### src/rtl/trdb_pkg.sv
// trdb_pkg -- types and sizing shared by the trace debugger blocks.
// The branch map and the packet emitter both import this, so the map
// capacity and counter width are defined once, here.
//   MAP_LEN      : branch map capacity in bits
//   CNT_LEN      : width of the branch counter (2**CNT_LEN > MAP_LEN)
//   branch_map_t : a {map, count} pair as handed to the packet emitter
package trdb_pkg;

    localparam int MAP_LEN = 31;
    localparam int CNT_LEN = 5;

    typedef struct packed {
        logic [MAP_LEN-1:0] map;
        logic [CNT_LEN-1:0] count;
    } branch_map_t;

    // Combine a map and its count into the shared struct form.
    function automatic branch_map_t pack_branch_map(
        input logic [MAP_LEN-1:0] map,
        input logic [CNT_LEN-1:0] count
    );
        branch_map_t bm;
        bm.map   = map;
        bm.count = count;
        return bm;
    endfunction

endpackage

### src/rtl/trdb_branch_map_if.sv
// trdb_branch_map_if -- retirement/flush inputs and map/snapshot outputs
// of the branch map.
//   valid_i, is_branch_i, branch_taken_i : retired instruction info
//   flush_i                              : emitter consumed the map
//   map_o, branches_o                    : live map and its bit count
//   snap_map_o, snap_branches_o          : contents captured at last flush
//   snap_valid_o, overflow_o             : one-cycle event pulses
//   full_o, empty_o                      : counter decodes
// master drives the inputs (retire stage / emitter), slave is the map.
interface trdb_branch_map_if #(
    parameter int MAP_LEN = trdb_pkg::MAP_LEN,
    parameter int CNT_LEN = trdb_pkg::CNT_LEN
);
    logic               valid_i;
    logic               is_branch_i;
    logic               branch_taken_i;
    logic               flush_i;
    logic [MAP_LEN-1:0] map_o;
    logic [CNT_LEN-1:0] branches_o;
    logic [MAP_LEN-1:0] snap_map_o;
    logic [CNT_LEN-1:0] snap_branches_o;
    logic               snap_valid_o;
    logic               full_o;
    logic               empty_o;
    logic               overflow_o;

    modport master (
        output valid_i, is_branch_i, branch_taken_i, flush_i,
        input  map_o, branches_o, snap_map_o, snap_branches_o,
        input  snap_valid_o, full_o, empty_o, overflow_o
    );

    modport slave (
        input  valid_i, is_branch_i, branch_taken_i, flush_i,
        output map_o, branches_o, snap_map_o, snap_branches_o,
        output snap_valid_o, full_o, empty_o, overflow_o
    );
endinterface

### src/rtl/trdb_branch_map.sv
// trdb_branch_map -- accumulates conditional-branch outcomes into a bit map
// (LSB oldest, 1 = not taken) until the packet emitter flushes it. On flush
// the current map and count are captured into snapshot registers.
//   clk_i : clock, rising edge
//   rst_i : asynchronous active-high reset
//   bm    : trdb_branch_map_if.slave (inputs, map, snapshot, pulses, flags)
module trdb_branch_map
    import trdb_pkg::*;
#(
    parameter int MAP_LEN = trdb_pkg::MAP_LEN,
    parameter int CNT_LEN = trdb_pkg::CNT_LEN
) (
    input logic               clk_i,
    input logic               rst_i,
    trdb_branch_map_if.slave  bm
);

    localparam logic [CNT_LEN-1:0] CNT_FULL = CNT_LEN'(MAP_LEN);
    localparam logic [CNT_LEN-1:0] CNT_ONE  = CNT_LEN'(1);

    logic [MAP_LEN-1:0] map_q,       map_n;
    logic [CNT_LEN-1:0] cnt_q,       cnt_n;
    logic [MAP_LEN-1:0] snap_map_q,  snap_map_n;
    logic [CNT_LEN-1:0] snap_cnt_q,  snap_cnt_n;
    logic               snap_vld_q,  snap_vld_n;
    logic               ovf_q,       ovf_n;

    logic branch_ev;
    logic full;

    assign branch_ev = bm.valid_i & bm.is_branch_i;
    assign full      = (cnt_q == CNT_FULL);

    always_comb begin
        map_n      = map_q;
        cnt_n      = cnt_q;
        snap_map_n = snap_map_q;
        snap_cnt_n = snap_cnt_q;
        snap_vld_n = 1'b0;
        ovf_n      = 1'b0;

        if (bm.flush_i) begin
            // Snapshot takes the pre-edge map; a same-cycle branch starts
            // the fresh map rather than landing in the flushed one.
            snap_map_n = map_q;
            snap_cnt_n = cnt_q;
            snap_vld_n = 1'b1;
            map_n      = '0;
            cnt_n      = '0;
            if (branch_ev) begin
                map_n[0] = ~bm.branch_taken_i;
                cnt_n    = CNT_ONE;
            end
        end else if (branch_ev) begin
            if (full) begin
                ovf_n = 1'b1;
            end else begin
                map_n[cnt_q] = ~bm.branch_taken_i;
                cnt_n        = cnt_q + CNT_ONE;
            end
        end
    end

    always_ff @(posedge clk_i or posedge rst_i) begin
        if (rst_i) begin
            map_q      <= '0;
            cnt_q      <= '0;
            snap_map_q <= '0;
            snap_cnt_q <= '0;
            snap_vld_q <= 1'b0;
            ovf_q      <= 1'b0;
        end else begin
            map_q      <= map_n;
            cnt_q      <= cnt_n;
            snap_map_q <= snap_map_n;
            snap_cnt_q <= snap_cnt_n;
            snap_vld_q <= snap_vld_n;
            ovf_q      <= ovf_n;
        end
    end

    assign bm.map_o           = map_q;
    assign bm.branches_o      = cnt_q;
    assign bm.snap_map_o      = snap_map_q;
    assign bm.snap_branches_o = snap_cnt_q;
    assign bm.snap_valid_o    = snap_vld_q;
    assign bm.overflow_o      = ovf_q;
    assign bm.full_o          = full;
    assign bm.empty_o         = (cnt_q == '0);

endmodule

### src/flat_wrapper.sv
// flat-port wrapper written by rule: the top's interface ports become plain ports
module trdb_branch_map_flat import trdb_pkg::*;
#(
    parameter int MAP_LEN = trdb_pkg::MAP_LEN,
    parameter int CNT_LEN = trdb_pkg::CNT_LEN
)
  (clk_i, rst_i, bm_valid_i, bm_is_branch_i, bm_branch_taken_i, bm_flush_i, bm_map_o, bm_branches_o, bm_snap_map_o, bm_snap_branches_o, bm_snap_valid_o, bm_full_o, bm_empty_o, bm_overflow_o);
  trdb_branch_map_if #(.MAP_LEN(MAP_LEN), .CNT_LEN(CNT_LEN)) bm_i ();
  input logic clk_i;
  input logic rst_i;
  input wire logic [$bits(bm_i.valid_i)-1:0] bm_valid_i;
  input wire logic [$bits(bm_i.is_branch_i)-1:0] bm_is_branch_i;
  input wire logic [$bits(bm_i.branch_taken_i)-1:0] bm_branch_taken_i;
  input wire logic [$bits(bm_i.flush_i)-1:0] bm_flush_i;
  output wire logic [$bits(bm_i.map_o)-1:0] bm_map_o;
  output wire logic [$bits(bm_i.branches_o)-1:0] bm_branches_o;
  output wire logic [$bits(bm_i.snap_map_o)-1:0] bm_snap_map_o;
  output wire logic [$bits(bm_i.snap_branches_o)-1:0] bm_snap_branches_o;
  output wire logic [$bits(bm_i.snap_valid_o)-1:0] bm_snap_valid_o;
  output wire logic [$bits(bm_i.full_o)-1:0] bm_full_o;
  output wire logic [$bits(bm_i.empty_o)-1:0] bm_empty_o;
  output wire logic [$bits(bm_i.overflow_o)-1:0] bm_overflow_o;
  assign bm_i.valid_i = bm_valid_i;
  assign bm_i.is_branch_i = bm_is_branch_i;
  assign bm_i.branch_taken_i = bm_branch_taken_i;
  assign bm_i.flush_i = bm_flush_i;
  assign bm_map_o = bm_i.map_o;
  assign bm_branches_o = bm_i.branches_o;
  assign bm_snap_map_o = bm_i.snap_map_o;
  assign bm_snap_branches_o = bm_i.snap_branches_o;
  assign bm_snap_valid_o = bm_i.snap_valid_o;
  assign bm_full_o = bm_i.full_o;
  assign bm_empty_o = bm_i.empty_o;
  assign bm_overflow_o = bm_i.overflow_o;
  trdb_branch_map #(.MAP_LEN(MAP_LEN), .CNT_LEN(CNT_LEN)) u_core (.clk_i(clk_i), .rst_i(rst_i), .bm(bm_i));
endmodule
### config.mk
export PLATFORM = sky130hd
export DESIGN_NAME = trdb_branch_map_flat
export DESIGN_NICKNAME = d
export VERILOG_FILES = /design/src/rtl/trdb_pkg.sv /design/src/rtl/trdb_branch_map_if.sv /design/src/rtl/trdb_branch_map.sv /design/src/flat_wrapper.sv
export SDC_FILE = /design/constraint.sdc
export NUM_CORES = 1
export LEC_CHECK = 0
export ABC_AREA = 1
export CAP_MARGIN = 20
export CORE_ASPECT_RATIO = 1.5
export CORE_MARGIN = 2
export CORE_UTILIZATION = 30
export CTS_CLUSTER_DIAMETER = 40
export DETAILED_ROUTE_END_ITERATION = 16
export HOLD_SLACK_MARGIN = 0.06
export MAX_ROUTING_LAYER = met4
export PLACE_DENSITY = 0.5
export SLEW_MARGIN = 20
export SYNTH_ARGS = -nofsm -noshare
export SYNTH_HDL_FRONTEND = slang
export SYNTH_SLANG_ARGS = --single-unit
### constraint.sdc
create_clock -name clk_i -period 2.72 [get_ports clk_i]
set_clock_uncertainty 0.15 [all_clocks]
set_input_delay 0.544 -clock clk_i [delete_from_list [all_inputs] [get_ports clk_i]]
set_output_delay 0.544 -clock clk_i [all_outputs]
set_load 0.1 [all_outputs]
### Yosys cells after proc, flatten, opt, wreduce, memory -nomap -nowiden

Index checks and enable logic that the tools add are counted.

* bitwise logic cells: 2
* equality and inequality tests: 2
* magnitude comparators: 2
* add/subtract/negate cells: 1
* reductions and logical operators: 4
* mux-type cells: 15

Operators with widths (number)
* $mux 31: 3
* $bwmux 31: 1
* $mux 5: 3
* $mux 1: 7
* $lt 5x6->1 const B: 1
* $add 5x1->5 const B: 1
* $demux 1 s5: 1
* $eq 5x5->1 const B: 1
* $ge 5x1->1 const B: 1
* $logic_not 5->1: 1
* $ne 2x2->1 const B: 1
* $reduce_and 2->1: 1
* $reduce_bool 2->1: 1
* $and 1x1->1: 1
* $logic_and 1x1->1: 1
* $not 1->1: 1

* register bits after elaboration: 74
* output and inout bits: 76
* input port bits: 6
* logic and storage cells: 32

### Depth between registers and ports, before layout

Gate-level depths: netlist of run 1.

* depth in word-level cells: 8
* depth in mapped cells: 11
* gate-level depth less buffers: 11

### Worst setup path before layout of run 1

OpenSTA, ideal clock, no wires.

* path type: register to register
* start: reg u_core.cnt_q[0] (netlist: u_core.bm.branches_o[0])
* end: reg u_core.cnt_q[2] (netlist: u_core.bm.branches_o[2])
* path buffers: 1
* clock period less this slack: 3.237 ns
* required time: 2.408 ns
* library setup time: 0.162 ns
* data arrival time: 2.924 ns
* slack: -0.517 ns
* cell stages (with the launch flop): 11
* cells stage by stage: dfrtp_1 -> ha_1 -> inv_1 -> nor2_1 -> ha_1 -> nor2_8 -> nand2_4 -> buf_6 -> nand2_1 -> nand2_1 -> a21oi_2

* elaborated cells between the ends (all ways): 7
* classes of those cells: add/sub: 1; eq/ne: 2; mux: 3; reduce/logical: 1

RTL lines
* start, declared: line trdb_branch_map.sv:22 `logic [CNT_LEN-1:0] cnt_q, cnt_n;`
* start signal, assigned: line trdb_branch_map.sv:74 `cnt_q <= cnt_n;`
* $eq 5x5->1: line trdb_branch_map.sv:32 `assign full = (cnt_q == CNT_FULL);`
* via bm_full_o: line flat_wrapper.sv:20 `output wire logic [$bits(bm_i.full_o)-1:0] bm_full_o;`
* $ne 2x2->1 (no line)
* $reduce_and 2->1 (no line)

The timed path passes the listed nets, and every way through them passes these cells. The select of a mux whose other input is x is not followed.
A chain may end at the register's enable or synchronous reset.

### Worst setup path after layout of run 1

* start: reg u_core.cnt_q[0] (netlist: u_core.bm.branches_o[0])
* end: out bm_full_o

* longest elaborated chain between the ends: 1

RTL lines (line)
* $eq 5x5->1: trdb_branch_map.sv:32
* end, declared: flat_wrapper.sv:20

Every way passes these cells.

==> results of run 1 <==
-- sequential cells by signal, summed over array words and instances, names as in the netlist --
| name | cells |
|---|---|
| u_core.bm.map_o | 31 |
| u_core.bm.snap_valid_o | 1 |
| u_core.bm.branches_o | 5 |
| u_core.bm.snap_branches_o | 5 |
| u_core.bm.snap_map_o | 31 |
| u_core.bm.overflow_o | 1 |
-- power groups by stage --
stage               Sequential [mW]  Clock [mW]  Combinational (mW)
floorplan                      1.26           0               0.112
global placement               1.15           0               0.299
detailed placement             1.15           0               0.300
CTS                            1.13        1.40               0.301
global route                   1.13        1.45               0.315
finish                         1.13        1.36               0.295
-- final cells by class --
type	count	area, um2
well taps	147	184
flip-flops and latches	74	1860
clock inverters	5	103
multi-input cells	274	1250
repair buffers	89	706
inverters	49	185
fillers	1166	6540
clock buffers	10	239
-- worst max path at each step --
stage,endpoint,slack (ps),cells after the start
finish,bm_full_o,370,5
global route,bm_full_o,280,5
CTS,bm_full_o,350,5
detailed placement,u_core.bm.map_o[26],400,6
global placement,u_core.bm.map_o[25],420,6
floorplan,u_core.bm.branches_o[0],-20,1
-- tightest hold or removal path, cell delays in order (launching register included) --
cell and delay [ps]:
sky130_fd_sc_hd__dfrtp_1 340, sky130_fd_sc_hd__nand2_1 50, sky130_fd_sc_hd__nand2_1 50
-- cell usage after synthesis --
master / count
sky130_fd_sc_hd__dlymetal6s2s_1: 1
sky130_fd_sc_hd__a21oi_1: 2
sky130_fd_sc_hd__a21oi_2: 1
sky130_fd_sc_hd__o21ai_0: 33
sky130_fd_sc_hd__nand3_1: 17
sky130_fd_sc_hd__dfrtp_1: 74
sky130_fd_sc_hd__ha_1: 5
sky130_fd_sc_hd__a21o_2: 1
sky130_fd_sc_hd__buf_4: 1
sky130_fd_sc_hd__nand2_1: 96
sky130_fd_sc_hd__nor3_1: 19
sky130_fd_sc_hd__inv_1: 42
sky130_fd_sc_hd__buf_2: 5
sky130_fd_sc_hd__o21ai_1: 8
sky130_fd_sc_hd__nand2_4: 4
sky130_fd_sc_hd__nor2_1: 84
sky130_fd_sc_hd__clkinv_1: 3
sky130_fd_sc_hd__buf_6: 5
sky130_fd_sc_hd__nor2_4: 2
sky130_fd_sc_hd__inv_2: 4
sky130_fd_sc_hd__nand2_2: 1
sky130_fd_sc_hd__clkbuf_1: 7
sky130_fd_sc_hd__nor2_8: 1
-- through the flow --
step           power (mW)  instances  area, um2  hold WS (ps)
5_1_grt              2.89        648       4520           363
4_1_cts              2.83        648       4520           328
2_1_floorplan        1.37        416       3420           425
3_3_place_gp         1.45        633       4180           310
3_5_place_dp         1.45        633       4180           314
6_report             2.79        648       4520           322
-- kinds of logic after synthesis --
| family | share of synthesized area [%] |
|---|---|
| and+or+nand+nor | 27.9 |
| DFF | 54.3 |
| adders and majority gates | 1.84 |
| buffers and inverters | 9.14 |
| AOI/OAI and AO/OA | 6.83 |
-- routing by layer --
metal | up-vias | routed length (um) | track usage (%) | share of wire (%)
li1 | 1439 | - | - | -
met1 | 1338 | 3620 | 17.3 | 41
met2 | 56 | 4570 | 26.2 | 52
met3 | 14 | 355 | 3.57 | 4.1
met4 | 0 | 210 | 7.24 | 2.4
met5 | - | 0 | - | 0
==> results_dict.tcl, run 1 <==
set metrics [dict create \
    run_status "finished, final reports clean" \
    core_area_um2 11100 \
    fmax_mhz 426 \
    syn_nets 427 \
    maximum_fanout_along_the_worst_path 5 \
    timing_max_transition_violations_final 0 \
    power.combinational.fraction_pct 10.6 \
    die_height_um 135 \
    finalCriticalPeriod_ps 2350 \
    switching_share_pct 25.0 \
    synth-warning-count 0 \
    place_congestion 0.764 \
    detail_route.wl_per_cell_um 13.5 \
    worstSetupStartpoint "u_core.bm.branches_o[0]" \
    cpPeakStageDelay_ps 400 \
    critical_path.reg2reg.startpoint "u_core.bm.branches_o[0]" \
    p_leak_nw 2.33 \
    buf_inv_stages_crit_path 2 \
    fin_setup_tns_ps 0 \
    average_cell_area_after_synthesis_um2 8.19 \
    power_density_nw_per_um2 617 \
    ir_drop_mv 0.285 \
    num_cts_buffers 9 \
    layout.nets 508 \
    yosys.area.top_type_share_pct 54.3 \
    grt_setup_unrepaired "no" \
    whs_endpoint "u_core.bm.snap_map_o[26]" \
    worst_ep_arrival_time_ps 1650 \
    synthToLayoutAreaGrowth_pct 32.6 \
    drt-pass1-iter-count 5 \
    overflow 0 \
    share_of_the_core_filled_with_cells_pct 40.9 \
    setup_violation_total_in_the_final_timing_report 0 \
    final_layout_size_suffix_gt1_share_pct 23.8 \
    synth_seq_cells 74 \
    period_share_pct 86.2 \
    cts_resized 0 \
    postRouteAntennaNets 0 \
    floorplan.die.width_um 91.0 \
    syn-cell-area_um2 3410 \
    insertedDiodeCount 0 \
    clock_pin_transition_on_the_worst_setup_and_hold_timing_paths_ps 50 \
    timing.reg2reg.setup_slack_ps 680 \
    detailed_place_hpwl_um 6190 \
    synth.top_cells.by_area "sky130_fd_sc_hd__dfrtp_1 (54%), sky130_fd_sc_hd__nand2_1 (11%), sky130_fd_sc_hd__nor2_1 (9.3%)" \
    rr_endpoint "u_core.bm.map_o[26]" \
    detailedPlace.worstSlack_ps 400 \
    final_cell_mix "sky130_fd_sc_hd__nand2_1 (96), sky130_fd_sc_hd__nor2_1 (84), sky130_fd_sc_hd__buf_4 (82), sky130_fd_sc_hd__dfrtp_1 (70), sky130_fd_sc_hd__inv_1 (41)" \
    drv.max_cap_violation_count 0 \
    antenna_found_initial 0 \
    core.rowCount 47 \
    route.vias.total 2847 \
    clock_tree_from_tritoncts "built" \
    maxSlewHeadroom_pct 61.2 \
    ctsRootBufferMaster "sky130_fd_sc_hd__clkbuf_16" \
    cpLargestDelayFamily "adder cells" \
    p_int_mw 2.09 \
    track_usage_pct 15.5 \
    timing.setup.critical_path_class "reg2out" \
    clock_group_share_of_total_power_pct 48.9 \
    postSynthCellCount 416 \
    hold_viol 0 \
    sequentialPowerShare_pct 40.5 \
    htree_depth 3 \
    cts_max_path_buffers 2 \
    critPathLaunchType "flop" \
    timing.final.ws_setup_ps 374 \
    design.portCount 82 \
    place.port_buffers 81 \
    worst_hold_startpoint "u_core.bm.snap_map_o[26]" \
    clock-sinks 74 \
    grt_pass1_wl_um 14300 \
    drt-vias-per-instance 4.39 \
    drt-initial-drc-count 140 \
    number_of_global_route_vias_before_repair 2792 \
    final_common_cell "sky130_fd_sc_hd__nand2_1" \
    pin_count_of_the_biggest_net_entering_global_routing 48 \
    die_area_um2 12200 \
    clkLatencyLatePin_ps 330 \
    min_path_cells 2 \
    r2r_cells 10 \
    crit_required_ps 2030 \
    hp-class "reg2reg" \
    critical-path-slowest-cell "sky130_fd_sc_hd__dfrtp_2" \
    drc 0 \
    path_cells "ha_1, inv_1, nor2_1, ha_2, buf_12" \
    worst_pin_slew_ps 582 \
    dominant_cell_type_by_area_after_synthesis "sky130_fd_sc_hd__dfrtp_1" \
    synth_sequential_area_ratio_pct 54.3 \
    yosys.cell_types.count 23 \
    cts.repair_timing.setup_buffer_count 0 \
    post_cts_hold_buffer_count 0 \
    initial_core_util_pct 30.8 \
    drt_wl_total_um 8750 \
    power_switching_uw 697 \
    end_kind "output pin" \
]
Power figures use the tool's default switching activity.
==> inputs of run 2 (changes only) <==
clock period = 2.9 ns   (was 2.72 ns; I/O delays follow)
==> results_dict.tcl, run 2 (synthesized netlist as in run 1, its figures left out) <==
set metrics [dict create \
    timing.setup.critical_path_class "reg2out" \
    place_congestion 0.737 \
    postRouteAntennaNets 0 \
    drt-initial-drc-count 117 \
    num_cts_buffers 9 \
    setup_violation_total_in_the_final_timing_report 0 \
    synthToLayoutAreaGrowth_pct 31.6 \
    htree_depth 3 \
    die_height_um 135 \
    final_cell_mix "sky130_fd_sc_hd__nand2_1 (96), sky130_fd_sc_hd__nor2_1 (84), sky130_fd_sc_hd__buf_4 (81), sky130_fd_sc_hd__dfrtp_1 (74), sky130_fd_sc_hd__inv_1 (41)" \
    floorplan.die.width_um 91.0 \
    r2r_cells 10 \
    clkLatencyLatePin_ps 330 \
    fmax_mhz 406 \
    groute.layer.met1.usage_pct 17.7 \
    maximum_fanout_along_the_worst_path 8 \
    fin_setup_tns_ps 0 \
    place.port_buffers 81 \
    p_leak_nw 2.32 \
    overflow 0 \
    maxSlewHeadroom_pct 59.3 \
    clock-sinks 74 \
    antenna_found_initial 0 \
    worst_pin_slew_ps 611 \
    number_of_global_route_vias_before_repair 2816 \
    die_area_um2 12200 \
    ir_drop_mv 0.262 \
    insertedDiodeCount 0 \
    crit_required_ps 2170 \
    hold_slack_ps 324 \
    pin_count_of_the_biggest_net_entering_global_routing 43 \
    timing_max_transition_violations_final 0 \
    cts_max_path_buffers 2 \
    cts_resized 0 \
    final_common_cell "sky130_fd_sc_hd__nand2_1" \
    worst_ep_arrival_time_ps 1730 \
    drt_wl_total_um 8550 \
    power_density_nw_per_um2 562 \
    gr-usage-met2_pct 26.5 \
    route.vias.total 2850 \
    fin_area_um2 4490 \
    placedInstanceArea_um2 4170 \
    critPathLaunchType "flop" \
    core.rowCount 47 \
    grt_setup_unrepaired "no" \
    grt_util_met3_pct 3.29 \
    hp-class "reg2reg" \
    hold_viol 0 \
    share_of_the_core_filled_with_cells_pct 40.6 \
    end_kind "output pin" \
    detail_route.wl_per_cell_um 13.2 \
    finalCriticalPeriod_ps 2460 \
    drv.max_cap_violation_count 0 \
    period_share_pct 84.9 \
    ctsRootBufferMaster "sky130_fd_sc_hd__clkbuf_16" \
    clock_pin_transition_on_the_worst_setup_and_hold_timing_paths_ps 60 \
    initial_core_util_pct 30.8 \
    core_area_um2 11100 \
    layout.nets 507 \
    design.portCount 82 \
    globalRoute.busiestLayer "met2" \
    cts.repair_timing.setup_buffer_count 0 \
    clock_tree_from_tritoncts "built" \
    drt-vias-per-instance 4.40 \
    run_status "finished, final reports clean" \
    detailed_place_hpwl_um 6180 \
    drc 0 \
    drt-pass1-iter-count 4 \
    track_usage_pct 15.5 \
    instances_no_fill 648 \
    post_cts_hold_buffer_count 0 \
    min_path_cells 2 \
    final_layout_size_suffix_gt1_share_pct 22.8 \
    grt_pass1_wl_um 14500 \
    layout_filler_cell_count 1194 \
    dpl.cell_count 632 \
]
[run 2: cell count changes in the layout (fill, tap and decap cells not counted)]
cell	change
sky130_fd_sc_hd__dfrtp_2	-4
sky130_fd_sc_hd__buf_4	-1
sky130_fd_sc_hd__clkbuf_1	+1
sky130_fd_sc_hd__bufinv_16	-1
sky130_fd_sc_hd__clkinv_2	+1
sky130_fd_sc_hd__dfrtp_1	+4
[run 2: per-stage QoR]
| step | total power [mW] | setup WS [ps] |
|---|---|---|
| final | 2.52 | 437 |
| after global routing | 2.62 | 299 |
| after CTS | 2.56 | 415 |
| after detailed placement | 1.35 | 500 |
| after global placement | 1.35 | 581 |
| after floorplan | 1.29 | 27.3 |
[run 2: path summary, 6_finish.rpt]
path                                     startpoint                        to  slack [ps]
max                         u_core.bm.branches_o[2]                 bm_full_o         440
min                        u_core.bm.snap_map_o[27]  u_core.bm.snap_map_o[27]         320
max reg2reg                 u_core.bm.branches_o[0]       u_core.bm.map_o[29]         870
min reg2reg                u_core.bm.snap_map_o[27]  u_core.bm.snap_map_o[27]         320
max in group asynchronous                     rst_i  u_core.bm.snap_map_o[18]        1470
min in group asynchronous                     rst_i   u_core.bm.branches_o[0]         470
[run 2: per-layer routing]
| layer | vias to the layer above | part of all wire (%) |
|---|---|---|
| met5 | - | 0 |
| met4 | 0 | 1.8 |
| met3 | 10 | 3.6 |
| met2 | 54 | 52 |
| met1 | 1341 | 43 |
| li1 | 1445 | - |
[run 2: critical path, stage by stage, from the launching register on]
cell                      delay [ps]
sky130_fd_sc_hd__dfrtp_1         550
sky130_fd_sc_hd__nand2_1         170
sky130_fd_sc_hd__nor2_1          140
sky130_fd_sc_hd__ha_2            320
sky130_fd_sc_hd__buf_12          210
[run 2: final cells by class]
class / count / area, um2 / area share (%)
Timing Repair Buffer: 88 / 698 / 15.6
Clock inverter: 5 / 77.6 / 1.73
Inverter: 49 / 185 / 4.13
Clock buffer: 11 / 243 / 5.41
Tap cell: 147 / 184 / 4.10
Multi-Input combinational cell: 274 / 1250 / 27.8
Sequential cell: 74 / 1850 / 41.3
[run 2: where the power goes]
| part | internal (mW) | switching (mW) |
|---|---|---|
| logic | 0.0521 | 0.219 |
| clock network | 0.773 | 0.421 |
| registers | 1.05 | 0.0108 |
